--- config.mk ---
export PLATFORM = sky130hd
export DESIGN_NAME = dlsc_pcie_s6_outbound_read_alloc
export DESIGN_NICKNAME = d
export VERILOG_FILES = /design/src/rtl/dlsc_pcie_s6_outbound_read_alloc.sv
export SDC_FILE = /design/constraint.sdc
export NUM_CORES = 1
export LEC_CHECK = 0
export ABC_AREA = 1
export BUFFER_PORTS_ARGS = -buffer_cell sky130_fd_sc_hd__buf_2
export CAP_MARGIN = 20
export CORE_MARGIN = 2
export CORE_UTILIZATION = 44
export CTS_CLUSTER_SIZE = 10
export DETAILED_ROUTE_END_ITERATION = 16
export SKIP_CTS_REPAIR_TIMING = 1
export SLEW_MARGIN = 20
export SYNTH_ARGS = -nofsm -noshare
export SYNTH_HDL_FRONTEND = slang
export SYNTH_SLANG_ARGS = --single-unit
--- constraint.sdc ---
create_clock -name clk -period 5.4 [get_ports clk]
set_input_delay 0.81 -clock clk [delete_from_list [all_inputs] [get_ports clk]]
set_output_delay 0.81 -clock clk [all_outputs]
set_load 0.005 [all_outputs]
--- src/rtl/dlsc_pcie_s6_outbound_read_alloc.sv ---
// Outbound PCIe read tag/buffer allocator: hands out the lowest free tag when the completion
// buffer has room and returns the space on retire. Optional retire checking: DLSC_PCIE_S6_OB_READ_ALLOC_CHECK_EN.
module dlsc_pcie_s6_outbound_read_alloc #(
    parameter int  ADDR   = 32,
    parameter int  TAGS   = 8,
    parameter int  BUF_DW = 1024,
    localparam int TAGB   = $clog2(TAGS)
) (
    input  logic            clk,
    input  logic            rst,
    output logic            tlp_h_ready,
    input  logic            tlp_h_valid,
    input  logic [ADDR-1:2] tlp_h_addr,
    input  logic [9:0]      tlp_h_len,
    input  logic            tx_ready,
    output logic            tx_valid,
    output logic [ADDR-1:2] tx_addr,
    output logic [9:0]      tx_len,
    output logic [TAGB-1:0] tx_tag,
    input  logic            cpl_done,
    input  logic [TAGB-1:0] cpl_tag,
    output logic            rd_busy,
    output logic            err_unexp
);

    localparam int SPW = $clog2(BUF_DW + 1);

    logic [TAGS-1:0]       outstanding;
    logic [TAGS-1:0][10:0] tag_len;
    logic [SPW-1:0]        space;

    logic [10:0]     need;
    logic            any_free;
    logic [TAGB-1:0] free_tag;
    logic            accept;
    logic            retire;
    logic [TAGS-1:0] out_next;
    logic [SPW-1:0]  space_next;

    assign need = (tlp_h_len == 10'd0) ? 11'd1024 : {1'b0, tlp_h_len};

    // Descending scan so the last hit is the lowest-numbered free tag.
    always_comb begin
        any_free = 1'b0;
        free_tag = '0;
        for (int i = TAGS - 1; i >= 0; i--) begin
            if (!outstanding[i]) begin
                any_free = 1'b1;
                free_tag = TAGB'(i);
            end
        end
    end

    assign tlp_h_ready = !rst && (!tx_valid || tx_ready) && any_free && (SPW'(need) <= space);
    assign accept      = tlp_h_ready && tlp_h_valid;

`ifdef DLSC_PCIE_S6_OB_READ_ALLOC_CHECK_EN
    assign retire = cpl_done && outstanding[cpl_tag];

    always_ff @(posedge clk) begin
        if (rst)
            err_unexp <= 1'b0;
        else if (cpl_done && !outstanding[cpl_tag])
            err_unexp <= 1'b1;
    end
`else
    assign retire    = cpl_done;
    assign err_unexp = 1'b0;
`endif

    // Retire is applied before allocate; the allocated tag is always one that was free pre-edge.
    always_comb begin
        out_next   = outstanding;
        space_next = space;
        if (retire) begin
            out_next[cpl_tag] = 1'b0;
            space_next        = space_next + SPW'(tag_len[cpl_tag]);
        end
        if (accept) begin
            out_next[free_tag] = 1'b1;
            space_next         = space_next - SPW'(need);
        end
    end

    always_ff @(posedge clk) begin
        if (rst) begin
            outstanding <= '0;
            space       <= SPW'(BUF_DW);
            tx_valid    <= 1'b0;
            rd_busy     <= 1'b0;
        end else begin
            outstanding <= out_next;
            space       <= space_next;
            rd_busy     <= |out_next;
            if (accept)
                tx_valid <= 1'b1;
            else if (tx_ready)
                tx_valid <= 1'b0;
        end
    end

    always_ff @(posedge clk) begin
        if (accept) begin
            tag_len[free_tag] <= need;
            tx_addr           <= tlp_h_addr;
            tx_len            <= tlp_h_len;
            tx_tag            <= free_tag;
        end
    end

endmodule

# Word level (Yosys, flattened, before mapping)
# Index checks and enable logic that the tools add are counted.
# W data, S select, Z words.
[op_classes]
n_lt_le_gt_ge = 5
addsub = 2
muxes = 32
n_reduce_logical = 12
bitwise = 3
[ops]
columns = ["operator", "n"]
rows = [
  ["$bwmux W88", 1],
  ["$mux W11", 5],
  ["$bmux W11 S3", 1],
  ["$demux W11 S3", 1],
  ["$mux W3", 8],
  ["$mux W8", 2],
  ["$mux W1", 12],
  ["$add A11 B11 Y11", 1],
  ["$le A11 B11 Y1", 1],
  ["$sub A11 B11 Y11", 1],
  ["$logic_not A10 Y1", 1],
  ["$and A8 B8 Y8", 1],
  ["$lt A3 B4 Y1 const B", 2],
  ["$not A8 Y8", 1],
  ["$or A8 B8 Y8", 1],
  ["$reduce_or A8 Y1", 1],
  ["$demux W1 S3", 2],
  ["$ge A3 B1 Y1 const B", 2],
  ["$logic_and A1 B1 Y1", 6],
  ["$logic_not A1 Y1", 2],
  ["$reduce_bool A2 Y1", 1],
  ["$logic_or A1 B1 Y1", 1],
]
[word_totals]
out_inout_bits = 47
input_bits = 48
reg_bits = 152
elab_cells = 69

# Logic depth before layout (Yosys ltp)
# Gate-level depths: netlist (run 1).
[logic_depth]
ltp_word = 15
depth_mapped = 28
mapped_depth_nobuf = 27

# Least setup slack after synthesis (run 1)
# No wires, ideal clock.
[synth_timing]
path_type = "input to register"
startpoint = "input cpl_tag[0]"
endpoint = "register space[10]"
setup_time_ps = 63
setup_slack_ps = 1312
arrival_ps = 4025
path_buffers = 2
t_required_ps = 5337
path_stages = 27
path_cell_list = "buf_2 -> buf_1 -> nor2_1 -> nor2_1 -> o21ai_1 -> o2111ai_1 -> ha_1 -> inv_1 -> fa_1 -> nand3b_1 -> nand2_1 -> a21oi_2 -> nor2_1 -> nor2_1 -> xor2_1 -> a21boi_1 -> inv_1 -> ha_1 -> nand2_1 -> nor2_1 -> nand3_1 -> nand4_1 -> nor2_1 -> nor2_2 -> nand2_1 -> nand3b_1 -> nand3_1"
[synth_between]
elab_chain_len = 6
[synth_lines]
columns = ["item", "line_no", "source"]
rows = [
  ["start, declared", "21", "input logic [TAGB-1:0] cpl_tag,"],
  ["$bmux W11 S3 *", "77", "space_next = space_next + SPW'(tag_len[cpl_tag]);"],
  ["$mux W11 (implied by the code) *", "77", ""],
  ["$add A11 B11 Y11 *", "77", ""],
  ["$mux W11 *", "75", "if (retire) begin"],
  ["$sub A11 B11 Y11", "81", "space_next = space_next - SPW'(need);"],
  ["$mux W11 *", "79", "if (accept) begin"],
  ["end signal, assigned", "88", "space <= SPW'(BUF_DW);"],
  ["end signal, assigned", "93", "space <= space_next;"],
  ["end, declared", "30", "logic [SPW-1:0] space;"],
]
# Mark *: on every way between the ends. The rest lies on a longest branch, timed or not. The select of a mux whose other input is x is not followed.
# A chain may end at the register's enable or synchronous reset.

# Final worst setup path (run 1)
# Same ends and word-level chain as after synthesis.

==> results of run 1 <==
[registers in the layout (all words and copies together), names as in the netlist]
signal / count
outstanding: 8
rd_busy: 1
space: 11
tag_len: 88
tx_addr: 30
tx_len: 10
tx_tag: 3
tx_valid: 1
[cell type report]
type | instances | area, um^2
multi-input cells | 414 | 2300
flip-flops and latches | 152 | 4350
clock buffers | 18 | 429
well taps | 216 | 270
inverters | 77 | 289
repair buffers | 104 | 548
clock inverters | 13 | 120
fillers | 1359 | 7510
[power by group]
group / leakage (nW) / internal (mW) / total (mW) / switching, mW
sequential: 1.37 / 1.34 / 1.37 / 0.0281
clock: 0.260 / 0.635 / 1.11 / 0.473
combinational: 1.75 / 0.249 / 0.662 / 0.413
total: 3.38 / 2.23 / 3.14 / 0.914
[routing by layer]
metal  vias up  GRT usage (%)  share of wire, %
li1       2481              -                 -
met1      2431           25.2                43
met2       152           35.3                49
met3        33           4.72               5.2
met4         0           8.39               2.8
met5         -              0                 0
[final timing paths]
path / start / endpoint / slack, ns / cells past startpoint
max: cpl_tag[0] / space[10] / 1.08 / 27
min: tx_valid / tx_valid / 0.55 / 4
max reg2reg: tag_len[0] / space[10] / 1.78 / 25
min reg2reg: tx_valid / tx_valid / 0.55 / 4
[cells by family (layout without fill, tap and decap cells)]
| group | Yosys count | count (layout) | synth area share, % |
|---|---|---|---|
| xor+xnor | 15 | 15 | 1.85 |
| mux | 1 | 1 | 0.141 |
| compound gates | 132 | 132 | 10.7 |
| fa+ha+maj | 33 | 33 | 6.04 |
| flops | 152 | 152 | 61.5 |
| buf+inv | 108 | 212 | 6.06 |
| other cells | 1 | 1 | 0.0529 |
| simple gates | 232 | 232 | 13.7 |
[per-stage QoR]
| stage | hold WS (ns) | std cells |
|---|---|---|
| floorplan | 0.521 | 674 |
| finish | 0.551 | 994 |
| CTS | 0.549 | 994 |
| detailed placement | 0.556 | 963 |
| global placement | 0.555 | 963 |
| global route | 0.541 | 994 |
[placed cells by master, fill, tap and decap left out, types with 3 or more instances in the layout]
cell type,synthesis,layout
nand2_1,77,77
edfxtp_1,131,131
nand3_1,13,13
o21ai_1,12,12
nand2_2,4,4
nor2_1,120,120
nor2_2,4,4
nand3b_1,3,3
clkbuf_16,0,17
xnor2_1,6,6
buf_4,1,11
buf_2,4,93
inv_6,0,3
inv_1,69,69
xor2_1,9,9
o21ai_0,64,64
nand4_1,5,5
inv_2,8,8
a21oi_1,29,29
dfxtp_1,21,21
ha_1,31,31
o2111ai_1,10,10
clkinvlp_4,0,3
o21a_1,3,3
[critical path, cell delays in order]
cell,delay [ns]
buf_2,0.11
inv_2,0.51
nor2_1,0.11
nor2_1,0.11
o21ai_0,0.09
o2111ai_1,0.10
ha_1,0.21
inv_1,0.06
fa_1,0.39
nand3b_1,0.18
nand2_1,0.13
a21oi_2,0.09
nor2_1,0.10
nor2_1,0.06
xor2_1,0.14
a21boi_1,0.18
inv_1,0.07
ha_1,0.37
nand2_1,0.08
nor2_1,0.14
nand3_1,0.10
nand4_1,0.12
nor2_1,0.06
nor2_2,0.07
nand2_1,0.06
nand3b_1,0.15
nand3_1,0.08
==> results.cfg, run 1 <==
[placed_design]
port_buffers = 93
place_area_um2 = 7760
place.gp.congestion = 0.891
dp_slack_ns = 0.741
hpwl_um = 11700

[finish]
area_growth_pct = 17.3
final_nets = 847
drive_above_1_share_pct = 20.1
final_area_um2 = 8310
diodes = 0
fin_util_pct = 52.5

[synthesis]
synth_common_cells = edfxtp_1 (131), nor2_1 (120), nand2_1 (77)
ys.warnings.count = 0
synthTopCellsByArea = edfxtp_1 (56%), nor2_1 (6.4%), dfxtp_1 (5.9%)
syn_area_um2 = 7090
ys_async_sr_fraction_pct = 0
seq_area_frac_synth_pct = 61.5
synth_edf_count = 131
synth_seq_cells = 152
post-synth-top-count-cell = edfxtp_1
synth.distinct_cells = 44
ys.flop_type = edfxtp_1
avgSynthCellArea_um2 = 10.5
yosysTopAreaCell = edfxtp_1
synthesis.nets = 755
syn_inst = 674
synth.top_cell.area_share_pct = 55.5

[detailed_routing]
vias = 5097
post_drt_wl_per_cell_um = 16.8
wl_um = 16700
first_iter_violations = 371
via_per_inst = 5.13
postRouteAntennaNets = 0
dr.pass1.iters = 5
drc = 0

[min_path]
min_path_type = flop to flop

[timing]
min_period_ns = 4.32
hold_viol = 0
slew_headroom_pct = 52.9
rsz0062_at_grt = false
slew_violations = 0
finalSetupViolCount = 0
period_share_pct = 80.0
setup_tns_ns = 0
setup_ws_ns = 1.08
worstMarginPinSlew_ns = 0.705
fmax_ghz = 0.232
fin_skew_ns = 0.00923

[worst_setup_path]
worstPathRequired_ns = 5.75
worst-path-max-fanout = 44
worstSetupEndpointType = flop
critPathKind = input port to flop
start_kind = input port
critPathArrivalTime_ns = 4.67

[pwr]
p_leak_nw = 3.38
vdd_drop_max_uv = 237
power_density_nw_per_um2 = 378
finalPower_mw = 3.14

[cts]
root_buffer = clkbuf_16
clock_path_buffers = 2
clkTransAtPathRegs_ns = 0.06
cts_max_level = 4
numCtsBuffers = 17
clk_latency_ns = 0.42
cts.sinks = 152
cts_tree = done

[floorplan]
ioPinCount = 95
die_h_um = 131
initial_core_util_pct = 44.8
rows = 46
core_region_area_um2 = 15800
die_w_um = 131
die-area_um2 = 17100

[run_status]
status = completed

[run]
cap_violations = 0

[global_route]
antenna_found_initial = 0
grt_pass1_vias = 5190
grt_pass1_wl_um = 26300
grt.overflow.total = 0
track_usage_pct = 20.6
grt_start_max_net_pins = 47
Power figures use the tool's default switching activity.
==> run 2, diff against run 1 <==
==> constraint.sdc (replaced) <==
create_clock -name clk -period 4.1 [get_ports clk]
set_input_delay 0.615 -clock clk [delete_from_list [all_inputs] [get_ports clk]]
set_output_delay 0.615 -clock clk [all_outputs]
set_load 0.005 [all_outputs]
==> run 2 against run 1 <==
  * Critical path depth increased by 1
  * Via count increased by 1.5%
  * Sequential share of layout area decreased by 2.3 points
  * Clock power increased by 44%
  * Final cell count increased by 3.4%
  * Count of clock-buffer cells in the layout decreased by 1
  * Register-to-register slack got worse by 1.3 ns
  * Total power increased by 39%
  * Critical endpoint unchanged
==> results.cfg, run 2 (same netlist as run 1, synthesis figures left out) <==
[detailed_routing]
postRouteAntennaNets = 0
drc = 0
wl_um = 16700
post_drt_wl_per_cell_um = 16.3
vias = 5175
first_iter_violations = 468
via_per_inst = 5.03
dr.pass1.iters = 5

[global_route]
track_usage_pct = 20.9
grt.overflow.total = 0
grt_pass1_wl_um = 26500
grt_pass1_vias = 5104
grt_start_max_net_pins = 49
antenna_found_initial = 0

[floorplan]
die-area_um2 = 17100
ioPinCount = 95
initial_core_util_pct = 44.8
die_h_um = 131
core_region_area_um2 = 15800
die_w_um = 131
rows = 46

[cts]
clk_latency_ns = 0.43
clock_path_buffers = 2
root_buffer = clkbuf_16
cts_max_level = 4
numCtsBuffers = 17
cts_tree = done
cts.sinks = 152
clkTransAtPathRegs_ns = 0.06

[finish]
mostFrequentLayoutCell = edfxtp_1
largestRegisters = tag_len x88, tx_addr x30, space x11
regMostFlops = tag_len
largest_register_ffs = 88
layout_common_cells = edfxtp_1 (131), nor2_1 (116), buf_2 (93)
n_fill_cell = 1373
drive_above_1_share_pct = 24.5
final_area_um2 = 8700
area_growth_pct = 22.7
final_nets = 880
diodes = 0

[timing]
fin_skew_ns = 0.0119
slew_headroom_pct = 63.7
finalSetupViolCount = 0
setup_ws_ns = 0.341
period_share_pct = 91.7
hold_viol = 0
slew_violations = 0
worstMarginPinSlew_ns = 0.539
fmax_ghz = 0.266
rsz0062_at_grt = false
hold_ws_ns = 0.365
min_period_ns = 3.76

[worst_setup_path]
r2r_slack_ns = 0.51
start_kind = input port
worstSetupEndpointType = flop
worstPathRequired_ns = 4.46
crit_start = cpl_tag[2]
critPathKind = input port to flop
critPathArrivalTime_ns = 4.12
reg2reg_depth = 23
r2r-end = space[10]
crit_end = space[10]
r2r-start = tag_len[12]
worst-path-max-fanout = 6

[pwr]
p_leak_nw = 3.58
vdd_drop_max_uv = 527
power_density_nw_per_um2 = 502

[placed_design]
port_buffers = 93
hpwl_um = 11800
dp_slack_ns = -0.256
place_area_um2 = 8040
place.gp.congestion = 0.938

[min_path]
min_path_type = input port to flop

[run]
cap_violations = 0

[run_status]
status = completed
==> run 2: cell count changes in the layout (fill, tap and decap cells not counted), moves of 2 or more <==
cell / before / now
bufinv_16: 1 / 3
buf_4: 11 / 40
o21ai_1: 12 / 14
nor2_2: 4 / 8
buf_12: 0 / 3
ha_4: 0 / 2
nor2_1: 120 / 116
ha_1: 31 / 29
o21ai_0: 64 / 62
==> run 2: worst min-delay path by stage <==
stage	from	to	depth (start not counted)
after global routing	tlp_h_addr[3]	tx_addr[3]	1
after detailed placement	tx_valid	tx_valid	4
after global placement	space[10]	space[10]	3
after CTS	tlp_h_addr[3]	tx_addr[3]	1
after floorplan	space[10]	space[10]	3
final	tlp_h_addr[3]	tx_addr[3]	1
==> run 2: worst max-delay path, cell delays in order <==
cell and delay, ns:
buf_2 0.12, inv_1 0.06, nor2_2 0.18, inv_2 0.13, nor2_1 0.10, o21ai_0 0.11, o2111ai_1 0.10, ha_1 0.20
inv_1 0.06, fa_1 0.37, nand3b_1 0.16, nand2_1 0.13, a21oi_2 0.09, nor2_1 0.09, nor2_1 0.05, xor2_1 0.14
a21boi_1 0.17, inv_1 0.10, ha_4 0.30, nand2_1 0.06, nor2_2 0.11, nand3_1 0.08, nand4_1 0.11, nor2_1 0.06
nor2_2 0.08, nand2_1 0.08, nand3b_1 0.17, nand3_1 0.09
==> run 2: area by class of cell <==
type | instances | area (um^2) | share of cell area (%)
repair buffers | 137 | 837 | 9.62
clock inverters | 15 | 175 | 2.01
clock buffers | 17 | 425 | 4.89
flip-flops and latches | 152 | 4350 | 50.1
multi-input cells | 414 | 2340 | 26.9
inverters | 77 | 292 | 3.35
well taps | 216 | 270 | 3.11
==> run 2: per-layer routing <==
layer	global-route usage [%]	routed length (um)	up-vias
met3	4.36	798	20
li1	-	-	2549
met5	0	0	-
met4	6.82	252	0
met2	36.3	8480	143
met1	26.2	7180	2463
==> run 2: report_power, final <==
part	internal (mW)	total (mW)	switching, mW	leakage [nW]
Sequential	1.77	1.81	0.0383	1.37
Combinational	0.409	0.964	0.555	1.92
Clock	0.958	1.60	0.639	0.289
==> run 2: through the flow <==
| stage | setup TNS (ns) | power [mW] | util [%] | instances |
|---|---|---|---|---|
| after global routing | 0 | 4.60 | 54.9 | 1028 |
| after global placement | -0.450 | 2.74 | 50.8 | 995 |
| after floorplan | 0 | 2.46 | - | 674 |
| after detailed placement | -0.645 | 2.77 | 50.8 | 995 |
| final | 0 | 4.37 | 54.9 | 1028 |
| after CTS | 0 | 4.37 | 54.6 | 1027 |
